<file path="src/rtl/seg7_scan_reader.sv">
// seg7_scan_reader: recovers hex digits from a scanned 7-segment bus and
// presents each complete frame of NDIG digits on a valid/ready handshake.
module seg7_scan_reader #(
    parameter int NDIG       = 4,
    parameter int STABLE_CYC = 4
) (
    input  logic              clk,
    input  logic              rst_n,
    input  logic [6:0]        seg,
    input  logic [NDIG-1:0]   an,
    output logic [4*NDIG-1:0] frame_data,
    output logic              frame_valid,
    input  logic              frame_ready,
    output logic              digit_err,
    output logic              frame_drop
);
    typedef enum logic [1:0] {IDLE, COUNT, LOCKED} state_t;
    localparam logic [7:0] CMAX = 8'(STABLE_CYC - 1);
    state_t state, state_nx;
    logic [6:0] seg_m, seg_s;
    logic [NDIG-1:0] an_m, an_s, sel, mask;
    logic [NDIG+6:0] s_prev;
    logic [7:0] cnt, cnt_nx;
    logic [4*NDIG-1:0] slots;
    logic [3:0] nib;
    logic changed, onehot, accept, legal, wr, complete, load;
    always_comb begin
        sel      = ~an_s;
        onehot   = (sel != '0) && ((sel & (sel - NDIG'(1))) == '0);
        changed  = {an_s, seg_s} != s_prev;
        cnt_nx   = changed ? 8'd0 : (cnt == CMAX ? cnt : cnt + 8'd1);
        complete = &mask;
        load     = complete && (!frame_valid || frame_ready);
        legal    = 1'b1;
        case (seg_s)
            7'h3F: nib = 4'h0;
            7'h06: nib = 4'h1;
            7'h5B: nib = 4'h2;
            7'h4F: nib = 4'h3;
            7'h66: nib = 4'h4;
            7'h6D: nib = 4'h5;
            7'h7D: nib = 4'h6;
            7'h07: nib = 4'h7;
            7'h7F: nib = 4'h8;
            7'h6F: nib = 4'h9;
            7'h77: nib = 4'hA;
            7'h7C: nib = 4'hB;
            7'h39: nib = 4'hC;
            7'h5E: nib = 4'hD;
            7'h79: nib = 4'hE;
            7'h71: nib = 4'hF;
            default: begin
                nib   = 4'h0;
                legal = 1'b0;
            end
        endcase
        state_nx = state;
        accept   = 1'b0;
        case (state)
            IDLE:    state_nx = onehot ? COUNT : IDLE;
            COUNT:   if (changed) state_nx = onehot ? COUNT : IDLE;
                     else if (cnt_nx == CMAX) begin
                         accept   = 1'b1;
                         state_nx = LOCKED;
                     end
            LOCKED:  if (changed) state_nx = onehot ? COUNT : IDLE;
            default: state_nx = IDLE;
        endcase
        wr = accept && legal;
    end
    always_ff @(posedge clk or negedge rst_n) begin
        if (!rst_n) begin
            seg_m       <= '0;
            seg_s       <= '0;
            an_m        <= '1;
            an_s        <= '1;
            s_prev      <= {{NDIG{1'b1}}, 7'h00};
            cnt         <= '0;
            mask        <= '0;
            slots       <= '0;
            state       <= IDLE;
            frame_data  <= '0;
            frame_valid <= 1'b0;
            digit_err   <= 1'b0;
            frame_drop  <= 1'b0;
        end else begin
            seg_m       <= seg;
            seg_s       <= seg_m;
            an_m        <= an;
            an_s        <= an_m;
            s_prev      <= {an_s, seg_s};
            cnt         <= cnt_nx;
            state       <= state_nx;
            digit_err   <= accept && !legal;
            frame_drop  <= complete && !load;
            mask        <= complete ? '0 : (wr ? mask | sel : mask);
            for (int i = 0; i < NDIG; i++)
                if (wr && sel[i]) slots[4*i +: 4] <= nib;
            // a frame loading in the same cycle as a consume keeps valid high
            frame_valid <= load ? 1'b1 : (frame_ready ? 1'b0 : frame_valid);
            if (load) frame_data <= slots;
        end
    end
endmodule

</file>
<file path="config.mk">
export PLATFORM = sky130hd
export DESIGN_NAME = seg7_scan_reader
export DESIGN_NICKNAME = d
export VERILOG_FILES = /design/src/rtl/seg7_scan_reader.sv
export SDC_FILE = /design/constraint.sdc
export NUM_CORES = 1
export LEC_CHECK = 0
export ABC_AREA = 1
export CAP_MARGIN = 20
export CORE_MARGIN = 4
export CORE_UTILIZATION = 30
export DETAILED_ROUTE_END_ITERATION = 10
export PLACE_DENSITY = 0.48
export SYNTH_ARGS = -nofsm -noshare
export SYNTH_HDL_FRONTEND = slang
export SYNTH_SLANG_ARGS = --single-unit
</file>
<file path="constraint.sdc">
create_clock -name clk -period 1.7 [get_ports clk]
set_input_delay 0.17 -clock clk [delete_from_list [all_inputs] [get_ports clk]]
set_output_delay 0.17 -clock clk [all_outputs]
set_load 0.05 [all_outputs]
</file>
==> impl_metrics.ini <==
[drt]
remaining_drc_errors = 0
drtAntennaViolNets = 0
vias_per_cell = 4.47
initialDrtViolationCount = 96
vias = 2832
firstDrtPassIters = 4
wl_per_cell_um = 12.0
routed_wl_um = 7580

[power]
power_uw = 4110
powerDensity_mw_per_mm2 = 829
vdd_ir_drop_max_uv = 558
p_leak_uw = 0.00263

[setup_path]
crit_type = reg -> reg
cp_max_fo = 5
crit_path_start_kind = flip-flop
cp.required_ns = 1.93
cp-end-kind = flip-flop
critPathTopFamily = simple AND/OR/NAND/NOR gates
ff2ff_setup_slack_ns = -0.29
cp_slowest_cell = dfstp_2
r2r-start = an_s[2]$_DFF_PN1_
cpPeakStageDelay_ns = 0.54
path_cells = inv_2 -> nand2_1 -> nand2_1 -> nor2_2 -> nand2_2 -> buf_4 -> nor2_2 -> nand4_1 -> nor2_2 -> nand4_1 -> nand3_1 -> nand2_1
r2r_end = mask[3]$_DFFE_PN0P_
cp.arrival_ns = 2.23
path_buf_inv = 2
ff2ff_path_depth = 12

[clock_network]
ctsHtreeMaxLevel = 3
clock_sinks = 82
tritoncts = built
insertion_delay_ns = 0.34
clk_pin_slew_ns = 0.06
cts_buffers = 9
clock-root-buffer = clkbuf_16
cts_buffer_depth = 2

[die]
start_util = 0.310
die-width_um = 117
core_sq_mm = 0.0116
io_pins = 33
dieHeight_um = 117
die-area_sq_mm = 0.0137
rows = 39

[logic_synthesis]
synthCells = 382
synth.distinct_cells = 33
ys_ff_latch = 82
yosys_warnings = 0
ys_seq_area_frac = 0.577
synth.avg_cell_area_sq_um = 9.37
syn_area_sq_mm = 0.00358
synth_fp_nets = 397

[layout]
fill_cells = 1156
fin_cells = 633
antenna_cells = 0
fin_nets = 500
syn_to_final_growth_pct = 38.6
drive_above_1_share = 0.341

[timing]
setup_slack_ns = -0.290
drv_slew = 0
finalSetupTns_ns = -4.82
max_freq_mhz = 502
grt_setup_unrepaired = yes
worst_pin_slew_ns = 0.503
timing.slew.headroom = 0.664
finalHoldViolCount = 0
period_minus_slack_ns = 1.99
skew_ns = 0.00911
whs_ns = 0.231
setup-violations-final = 22
fin_crit_sh = 1.17

[grt]
grt-ovfl-total = 0
grt_use_total = 0.127
grt_pass1_vias = 2804
grt_pass1_wl_um = 13200
antenna_found_initial = 0
grt_start_max_net_pins = 34

[outcome]
status = complete, but fails checks
failed_checks = setup timing

[placed_design]
io_buffers = 32
place.gp.congestion = 0.801
dp_hpwl_um = 5660
dp_cells = 605

[worst_hold_path]
min_from = an[0]
whs_path_depth = 1
hold_end = an_m[0]$_DFF_PN1_
hold_class = in -> reg

[run]
maxCapViolCount = 0
## synth_stat cells, drive strengths merged
cell,instances,area (sq um)
nand2,112,423
dfrtp,70,1750
inv,48,180
nand3,46,235
nor2,29,136
mux2,16,180
dfstp,12,315
nor3,11,71.3
nand4,9,71.3
o21ai,5,25.0
xnor2,5,43.8
buf,4,37.5
a21oi,2,10.0
o211ai,2,15.0
xor2,2,17.5
a221oi,1,8.76
a22o,1,8.76
a41oi,1,8.76
clkbuf,1,3.75
clkinv,1,3.75
ha,1,12.5
nor3b,1,7.51
nor4,1,6.26
or2,1,6.26
## power by group
| part | switching, uW | internal, uW |
|---|---|---|
| logic | 149 | 119 |
| clock network | 737 | 1070 |
| registers | 27.7 | 2010 |
| total | 914 | 3200 |
## cells by family (layout without fill, tap and decap cells)
| group | after synthesis | after routing | share of synthesized area |
|---|---|---|---|
| adders and majority gates | 1 | 1 | 0.00349 |
| xor gates and xnor gates | 7 | 7 | 0.0171 |
| buffers and inverters | 54 | 161 | 0.0629 |
| and+or+nand+nor | 210 | 211 | 0.267 |
| DFF | 82 | 82 | 0.577 |
| muxes | 16 | 16 | 0.0503 |
| AOI/OAI and AO/OA | 12 | 12 | 0.0213 |
## cell usage in the layout (no fill, tap or decap), types with 11 or more instances in the layout
cell type	instances
dfstp_2	12
nor2_1	13
inv_1	41
nand2_1	105
nand3_1	38
mux2_2	16
nor2_2	11
buf_4	68
dfrtp_1	66
clkdlybuf4s50_1	17
## worst max path at each step
stage	startpoint	to	slack, ns	cells after the start
2_1_floorplan	an_s[1]$_DFF_PN1_	slots[0]$_DFFE_PN0P_	-0.17	15
3_3_place_gp	seg_s[6]$_DFF_PN0_	slots[2]$_DFFE_PN0P_	-0.36	10
3_5_place_dp	seg_s[6]$_DFF_PN0_	slots[13]$_DFFE_PN0P_	-0.34	10
4_1_cts	an_s[2]$_DFF_PN1_	slots[13]$_DFFE_PN0P_	-0.28	13
5_1_grt	seg_s[1]$_DFF_PN0_	slots[2]$_DFFE_PN0P_	-0.42	10
6_report	an_s[2]$_DFF_PN1_	mask[3]$_DFFE_PN0P_	-0.29	12
## per-stage QoR
stage                     utilization  instance area, sq um  worst slack [ns]
final                           0.429                  4960            -0.290
after global routing            0.429                  4960            -0.423
after CTS                       0.421                  4870            -0.282
after detailed placement        0.384                  4440            -0.337
after global placement          0.384                  4440            -0.359
after floorplan                     -                  3590            -0.167
## metal layers
metal / vias up / track usage / wire length (um)
met5: - / 0 / 0
met4: 0 / 0.0589 / 155
met3: 13 / 0.0458 / 321
met2: 42 / 0.185 / 3480
met1: 1345 / 0.168 / 3620
li1: 1432 / - / -
## state kept, by name, indices dropped and copies added (netlist names), 7 cells and up
name,flops
s_prev,11
seg_m,7
seg_s,7
slots,16
cnt,8
frame_data,16
## area by class of cell
cell class | instances | area [sq um] | area share
clock buffer | 14 | 264 | 0.0532
clock inverter | 2 | 13.8 | 0.00277
inverter | 49 | 184 | 0.0371
multi-input combinational | 247 | 1420 | 0.286
sequential | 82 | 2070 | 0.418
tap | 143 | 179 | 0.0361
timing repair buffer | 96 | 827 | 0.167
## what timing repair did
action,4_1_cts,5_1_grt
gates resized for setup,22,26
hold endpoints to repair,20,0
buffers inserted,8,3
endpoints found under the setup margin,23,44
cloned,1,0
hold buffers,1,0
pin swaps,18,10
No activity file was read; power rests on OpenSTA's default activity.
